$ cat src/rtl/dac_i2s_tx_pkg.sv
// Shared audio definitions for the playback path: sample type, I2S slot
// width, tone generator constants and the transmitter state encoding.
package dac_i2s_tx_pkg;

    localparam int SAMPLE_W = 16;
    typedef logic signed [SAMPLE_W-1:0] sample_t;

    // Bits carried in each I2S channel slot (MSB first).
    localparam int SLOT_BITS = SAMPLE_W;

    // Test tone: +/-0x2000 square wave, toggling every 24 frames (1 kHz at 48 kHz).
    localparam sample_t TONE_AMP         = 16'sh2000;
    localparam int      TONE_HALF_FRAMES = 24;

    typedef enum logic [0:0] {
        ST_WAIT_SYNC = 1'b0,
        ST_RUN       = 1'b1
    } tx_state_t;

    // Width of a counter that must hold values 0 .. max_val-1 (never zero width).
    function automatic int cnt_width(input int max_val);
        return (max_val > 1) ? $clog2(max_val) : 1;
    endfunction

endpackage

$ cat src/rtl/dac_i2s_tx_sync_fifo.sv
// sync_fifo: single-clock FIFO with occupancy output, for stream buffers.
// Writes are ignored when full and reads ignored when empty; pointers wrap
// naturally because DEPTH is a power of two.
module sync_fifo #(
    parameter  int W     = 16,
    parameter  int DEPTH = 4,
    localparam int AW    = $clog2(DEPTH),
    localparam int LW    = $clog2(DEPTH + 1)
) (
    input  logic          i_clk,
    input  logic          i_rst_n,
    input  logic          i_wr_en,
    input  logic [W-1:0]  i_wr_data,
    input  logic          i_rd_en,
    output logic [W-1:0]  o_rd_data,
    output logic          o_full,
    output logic          o_empty,
    output logic [LW-1:0] o_level
);

    logic [W-1:0]  r_mem [DEPTH];
    logic [AW-1:0] r_wr_ptr;
    logic [AW-1:0] r_rd_ptr;
    logic [LW-1:0] r_level;
    logic          w_push;
    logic          w_pop;

    // Full/empty come from the registered count, so a full FIFO refuses a
    // write even in a cycle that also reads.
    assign o_full    = (r_level == LW'(DEPTH));
    assign o_empty   = (r_level == '0);
    assign o_level   = r_level;
    assign o_rd_data = r_mem[r_rd_ptr];
    assign w_push    = i_wr_en & ~o_full;
    assign w_pop     = i_rd_en & ~o_empty;

    // Storage array; contents need no reset since level gates every read.
    always_ff @(posedge i_clk) begin
        if (w_push) begin
            r_mem[r_wr_ptr] <= i_wr_data;
        end
    end

    // Pointer and occupancy bookkeeping.
    always_ff @(posedge i_clk or negedge i_rst_n) begin
        if (!i_rst_n) begin
            r_wr_ptr <= '0;
            r_rd_ptr <= '0;
            r_level  <= '0;
        end else begin
            if (w_push) begin
                r_wr_ptr <= r_wr_ptr + 1'b1;
            end
            if (w_pop) begin
                r_rd_ptr <= r_rd_ptr + 1'b1;
            end
            case ({w_push, w_pop})
                2'b10:   r_level <= r_level + 1'b1;
                2'b01:   r_level <= r_level - 1'b1;
                default: r_level <= r_level;
            endcase
        end
    end

endmodule

$ cat src/rtl/dac_i2s_tx.sv
// dac_i2s_tx: I2S serializer for the WM8731 DAC, slaved to the codec's
// AUD_BCLK / AUD_DACLRCK. Samples enter a small FIFO (s_valid/s_ready), each
// popped sample is held for REPEAT frames and sent on both channels.
// Optional build macro DAC_TONE_EN adds an internal square-wave test tone
// selected by tone_sel; without it tone_sel is ignored.
//
// Handshake: a word is transferred on a rising AUD_BCLK where s_valid and
// s_ready are both high; s_ready depends only on the registered FIFO count,
// and s_data must be stable while s_valid is high.
module dac_i2s_tx
    import dac_i2s_tx_pkg::*;
#(
    parameter int N          = SAMPLE_W,
    parameter int FIFO_DEPTH = 4,
    parameter int REPEAT     = 4
) (
    input  logic                            AUD_BCLK,
    input  logic                            rst_n,
    input  logic                            AUD_DACLRCK,
    output logic                            AUD_DACDAT,
    input  logic                            s_valid,
    output logic                            s_ready,
    input  logic [N-1:0]                    s_data,
    input  logic                            tone_sel,
    output logic                            underrun,
    output logic [$clog2(FIFO_DEPTH+1)-1:0] fifo_level,
    output tx_state_t                       o_dbg_state
);

    localparam int REP_W = cnt_width(REPEAT);

    tx_state_t      r_state;
    logic           r_lrck_q;
    logic           r_started;
    logic [REP_W-1:0] r_rep_cnt;
    logic [N-1:0]   r_cur;
    logic [N-1:0]   r_shift;
    logic           r_underrun;
    logic           r_dacdat;

    logic           w_fall;
    logic           w_rise;
    logic           w_pop;
    logic           w_fifo_full;
    logic           w_fifo_empty;
    logic [N-1:0]   w_fifo_rd_data;
    logic [N-1:0]   w_next_cur;
    logic [REP_W-1:0] w_next_rep;
    logic           w_set_underrun;

    // LRCK low = left slot, high = right slot; a fall starts a frame.
    assign w_fall = r_lrck_q & ~AUD_DACLRCK;
    assign w_rise = ~r_lrck_q & AUD_DACLRCK;

    assign s_ready     = ~w_fifo_full;
    assign underrun    = r_underrun;
    assign AUD_DACDAT  = r_dacdat;
    assign o_dbg_state = r_state;

    sync_fifo #(
        .W     (N),
        .DEPTH (FIFO_DEPTH)
    ) u_fifo (
        .i_clk     (AUD_BCLK),
        .i_rst_n   (rst_n),
        .i_wr_en   (s_valid),
        .i_wr_data (s_data),
        .i_rd_en   (w_pop),
        .o_rd_data (w_fifo_rd_data),
        .o_full    (w_fifo_full),
        .o_empty   (w_fifo_empty),
        .o_level   (fifo_level)
    );

`ifdef DAC_TONE_EN
    localparam int TONE_CW = cnt_width(TONE_HALF_FRAMES);

    logic [TONE_CW-1:0] r_tone_cnt;
    logic               r_tone_neg;
    logic [N-1:0]       w_tone_word;

    assign w_tone_word = r_tone_neg ? N'(-TONE_AMP) : N'(TONE_AMP);

    // Tone phase: counts frames while selected, restarts positive when deselected.
    always_ff @(posedge AUD_BCLK or negedge rst_n) begin
        if (!rst_n) begin
            r_tone_cnt <= '0;
            r_tone_neg <= 1'b0;
        end else if (!tone_sel) begin
            r_tone_cnt <= '0;
            r_tone_neg <= 1'b0;
        end else if (w_fall) begin
            if (r_tone_cnt == TONE_CW'(TONE_HALF_FRAMES - 1)) begin
                r_tone_cnt <= '0;
                r_tone_neg <= ~r_tone_neg;
            end else begin
                r_tone_cnt <= r_tone_cnt + 1'b1;
            end
        end
    end
`else
    logic w_unused_tone;
    assign w_unused_tone = tone_sel;
`endif

    // Frame-begin decision: new sample, zero on underrun, or keep holding.
    always_comb begin
        w_pop          = 1'b0;
        w_next_cur     = r_cur;
        w_next_rep     = r_rep_cnt;
        w_set_underrun = 1'b0;
        if (r_rep_cnt == '0) begin
            if (!w_fifo_empty) begin
                w_pop      = w_fall;
                w_next_cur = w_fifo_rd_data;
                w_next_rep = REP_W'(REPEAT - 1);
            end else begin
                w_next_cur     = '0;
                w_set_underrun = 1'b1;
            end
        end else begin
            w_next_rep = r_rep_cnt - 1'b1;
        end
`ifdef DAC_TONE_EN
        if (tone_sel) begin
            w_pop          = 1'b0;
            w_next_cur     = w_tone_word;
            w_next_rep     = r_rep_cnt;
            w_set_underrun = 1'b0;
        end
`endif
    end

    // Sync/run FSM with the slot shifter; a slot-start reload beats shifting.
    always_ff @(posedge AUD_BCLK or negedge rst_n) begin
        if (!rst_n) begin
            r_state    <= ST_WAIT_SYNC;
            r_lrck_q   <= 1'b0;
            r_started  <= 1'b0;
            r_rep_cnt  <= '0;
            r_cur      <= '0;
            r_shift    <= '0;
            r_underrun <= 1'b0;
        end else begin
            r_lrck_q <= AUD_DACLRCK;
            if (w_fall) begin
                r_state   <= ST_RUN;
                r_started <= 1'b1;
                r_cur     <= w_next_cur;
                r_shift   <= w_next_cur;
                r_rep_cnt <= w_next_rep;
                if (w_set_underrun) begin
                    r_underrun <= 1'b1;
                end
            end else if (w_rise && r_started) begin
                r_shift <= r_cur;
            end else begin
                r_shift <= {r_shift[N-2:0], 1'b0};
            end
        end
    end

    // Data changes on falling BCLK: one-bit I2S delay, half-cycle setup.
    always_ff @(negedge AUD_BCLK or negedge rst_n) begin
        if (!rst_n) begin
            r_dacdat <= 1'b0;
        end else begin
            r_dacdat <= r_shift[N-1];
        end
    end

endmodule
$ cat config.mk
export PLATFORM = sky130hd
export DESIGN_NAME = dac_i2s_tx
export DESIGN_NICKNAME = d
export VERILOG_FILES = /design/src/rtl/dac_i2s_tx_pkg.sv /design/src/rtl/dac_i2s_tx_sync_fifo.sv /design/src/rtl/dac_i2s_tx.sv
export SDC_FILE = /design/constraint.sdc
export NUM_CORES = 1
export LEC_CHECK = 0
export BUFFER_PORTS_ARGS = -buffer_cell sky130_fd_sc_hd__buf_2
export CAP_MARGIN = 20
export CELL_PAD_IN_SITES_DETAIL_PLACEMENT = 1
export CELL_PAD_IN_SITES_GLOBAL_PLACEMENT = 1
export CORE_ASPECT_RATIO = 0.75
export CORE_MARGIN = 5
export CORE_UTILIZATION = 55
export CTS_BUF_LIST = sky130_fd_sc_hd__clkbuf_4 sky130_fd_sc_hd__clkbuf_8 sky130_fd_sc_hd__clkbuf_16
export DETAILED_ROUTE_END_ITERATION = 12
export MAX_ROUTING_LAYER = met4
export PLACE_DENSITY_LB_ADDON = 0.1
export SLEW_MARGIN = 15
export SYNTH_ARGS = -nofsm -noshare
export SYNTH_HDL_FRONTEND = slang
export SYNTH_SLANG_ARGS = --single-unit
$ cat constraint.sdc
create_clock -name AUD_BCLK -period 6.35 [get_ports AUD_BCLK]
set_clock_uncertainty 0.1 [all_clocks]
set_input_delay 0.635 -clock AUD_BCLK [delete_from_list [all_inputs] [get_ports AUD_BCLK]]
set_output_delay 0.635 -clock AUD_BCLK [all_outputs]
set_load 0.03 [all_outputs]
# Yosys cells after proc, flatten, opt, wreduce, memory -nomap -nowiden
# Memory sizes are Yosys's and may differ from the RTL's.
# Cells that the tools add are included.
[classes] addsub=5 n_mul=0 div=0 n_lt_le_gt_ge=0 n_eq_ne=4 n_shift=0 n_mux=13 n_bitwise=8 n_reduce_logical=6
[op_table] cell="two-way mux 16 bit" n=4
[op_table] cell="two-way mux 1 bit" n=6
[op_table] cell="case mux 3 bit (2 select lines)" n=1
[op_table] cell="adder 2 x 1 -> 2 bit, second input constant" n=2
[op_table] cell="bitwise AND 1 bit" n=4
[op_table] cell="two-way mux 2 bit" n=2
[op_table] cell="inverter 1 bit" n=4
[op_table] cell="AND reduction 2 bit" n=2
[op_table] cell="adder 3 x 1 -> 3 bit, second input constant" n=1
[op_table] cell="== test 3 bit, second input constant" n=1
[op_table] cell="logical NOT 3 bit" n=1
[op_table] cell="subtractor 3 x 1 -> 3 bit, second input constant" n=1
[op_table] cell="== test 2 x 1 -> 1 bit, second input constant" n=1
[op_table] cell="== test 2 bit, second input constant" n=1
[op_table] cell="logical NOT 2 bit" n=1
[op_table] cell="inequality test 2 bit, second input constant" n=1
[op_table] cell="nonzero test 2 bit" n=1
[op_table] cell="subtractor 2 x 1 -> 2 bit, second input constant" n=1
[op_table] cell="logical AND 1 bit" n=1
[totals] reg_bits=45 latchBits=0 ramBits=64 romBits=0 inputBits=21 word_cells=47 memories=1
[memory_table] memory="u_fifo.r_mem" words=4 word_bits=16 read_ports=1 rd_clocked_by_memory_dff=0 wr=1 line_no="dac_i2s_tx_sync_fifo.sv:21" source="logic [W-1:0] r_mem [DEPTH];"

# Logic depth before layout (Yosys ltp)
[logic_depth] ltp_word=7 depth_mapped=10 ltp_nobuf=10

# Hierarchy
# From an unflattened synthesis, not the netlist that was laid out.
[unflattened] cells_unflattened=264 area_unflattened_um2=4506.8
[modules_own_cells] mod="sync_fifo" instances=1 cells_per_inst=121 area_per_inst_um2=2775.2 seq_area_each_um2=2097.0
[modules_own_cells] mod="dac_i2s_tx" instances=1 cells_per_inst=143 area_per_inst_um2=1731.7 seq_area_each_um2=950.9

==> reports/summary.txt <==
Status = finished, final reports clean
TritonCTS Buffers = 9
Initial DRT Pass Iterations = 4
Yosys warning count = 0
Routed wire length = 7470 um
Io pins = 28
Worst vdd ir = 0.221 mV
Post-DP HPWL = 4860 um
CTS resizes = 0
Crit. End Element = primary output
Final instance area = 0.00463 mm^2
Critical Path RT = 5.61 ns
Share of post-route cells with drive strength above 1 = 0.224
Worst-case clock buffer depth = 2
Most frequent cells in the layout = edfxtp_1, dfrtp_1, buf_2
Max stage delay on crit path = 0.38 ns
Mean Syn Cell Area = 18.5 um^2
Leakage power total = 0.00195 uW
Drt drc = 0
DRT iter0 DRCs = 149
CP delay by family, top = flip-flops
Routability cong. = 0.691
Antenna-violating nets left = 0
Via count = 2103
Post-Place Cell Area = 0.00444 mm^2
P_int = 1380 uW
Hold Crit Class = input pin to asynchronous set/reset pin
Register area share after synthesis = 0.720
Largest net degree at the start of global routing = 46
Data arrival time of the critical path = 4.09 ns
Die width = 111 um
Sequential share of power = 0.556
Clk sinks = 109
Max-cap violations = 0
Max-slew violation count = 0
Syn Inst Count = 229
Final Hold Vio Count = 0
Post-synth EDFFs = 64
#FFs+latches synth = 109
GRT Util Overall = 0.182
DR vias/cell = 5.78
Worst Hold Slack = 0.224 ns
Num rows = 27
Setup Fix Bufs, Post-CTS = 0
Hold_buf cts = 0
Number of global-route vias before repair = 2336
DR WL/cell = 20.5 um
Slew HR = 0.287
Clock tree from TritonCTS = yes
Yosys cell types = 36
Synth Cell Area = 0.00423 mm^2
First-pass GRT wire length = 12700 um
RSZ-0062 raised after global routing = no
Critical path class = flip-flop to primary output
Switching Share = 0.313
Final setup viols = 0
Syn nets = 257
Core area = 0.00743 mm^2
Max FO, Critical Path = 1
Initial Utilization = 0.570
Die area = 0.00957 mm^2
Fin Setup TNS = 0 ns
CP Cell Sequence = buf_2
Fin nets = 286
Fillcell total = 646
Commonest non-fill, non-tap cell in the layout = edfxtp_1
Pwr dens = 435 mW/mm^2
Post-placement setup slack = 1.89 ns
Worst-Margin Slew = 1.07 ns
Asr flop ratio synth = 0.413
Combinational Power Share = 0.256
CTS H-tree lvls = 3
Initial antenna violation count = 0
Synth Flop Type = edfxtp_1
Gr ovfl total = 0
Area Overhead vs Synth = 9.28%
Clock Root Buffer = clkbuf_8
Setup ws final = 1.53 ns
Die Span Y = 86.0 um
CP Buf/Inv Count = 1
Worst-Skew Late Latency = 0.37 ns
Antenna Cells = 0
Slowest-stage cell, CP = dfrtn_1
Clk pwr share = 0.188
CTS clock-pin slew for the worst setup and hold paths = 0.09 ns
Port buffer count = 26
CP Launch Type = flip-flop
Psw = 630 uW
[flip-flops by register name, indices dropped and copies added, names as in the netlist, 2 cells and up]
name / cells
r_shift: 16
u_fifo.o_level: 3
u_fifo.r_wr_ptr: 2
r_rep_cnt: 2
r_cur: 16
u_fifo.r_mem: 64
u_fifo.r_rd_ptr: 2
[synthesized netlist by cell type, drive strengths merged (3+ instances only)]
cell type,count,share of area
clkbuf,6,0.0053
ha,6,0.018
inv,8,0.0071
mux4,16,0.093
buf,4,0.0098
xor2,3,0.0062
xnor2,3,0.0062
a221o,15,0.035
edfxtp,64,0.45
and3,19,0.028
a21o,16,0.030
dfrtp,44,0.26
[final timing paths]
| kind | startpoint | to | slack (ns) | cells after the start |
|---|---|---|---|---|
| hold / removal | rst_n | r_shift[15]$_DFF_PN0_ | 0.22 | 2 |
| max in group asynchronous | rst_n | AUD_DACDAT$_DFF_NN0_ | 2.45 | 2 |
| setup reg to reg | r_shift[15]$_DFF_PN0_ | AUD_DACDAT$_DFF_NN0_ | 2.54 | 0 |
| hold reg to reg | underrun$_DFFE_PN0P_ | underrun$_DFFE_PN0P_ | 0.37 | 1 |
| min in group AUD_BCLK | AUD_DACLRCK | r_lrck_q$_DFF_PN0_ | 0.32 | 1 |
| setup / recovery | AUD_DACDAT$_DFF_NN0_ | AUD_DACDAT | 1.53 | 1 |
[per-layer routing]
layer	track usage	vias to the layer above	part of all wire
met2	0.280	42	0.49
met3	0.0550	14	0.038
li1	-	959	-
met4	0.0619	0	0.025
met5	-	-	0
met1	0.235	1088	0.45
[area by class of cell]
class | count | area (um^2) | share of cell area
Multi-Input combinational cell | 102 | 1090 | 0.236
Tap cell | 101 | 126 | 0.0273
Inverter | 8 | 30.0 | 0.00649
Clock inverter | 7 | 61.3 | 0.0133
Sequential cell | 109 | 3050 | 0.659
Clock buffer | 9 | 124 | 0.0268
Timing Repair Buffer | 28 | 145 | 0.0314
[logic make-up after synthesis]
logic type	Yosys count	synth area share
buffers and inverters	18	0.0222
DFF	109	0.720
xor gates and xnor gates	6	0.0124
and+or+nand+nor	32	0.0458
muxes	18	0.0981
adders and majority gates	7	0.0225
AOI/OAI and AO/OA	39	0.0792
[power groups by stage]
stage	Clock, uW	Combinational (uW)	Sequential [uW]
detailed placement	0	525	1140
global placement	0	499	1120
floorplan	0	421	1080
global route	432	571	1150
CTS	394	526	1120
finish	379	515	1120
[stage by stage]
step                      total power [uW]  std cells  utilization
after detailed placement              1660        348        0.598
after floorplan                       1500        229            -
after global routing                  2150        364        0.623
final                                 2010        364        0.623
after CTS                             2040        364        0.623
after global placement                1620        348        0.598
Note: power is estimated with default switching activity, not from simulation.
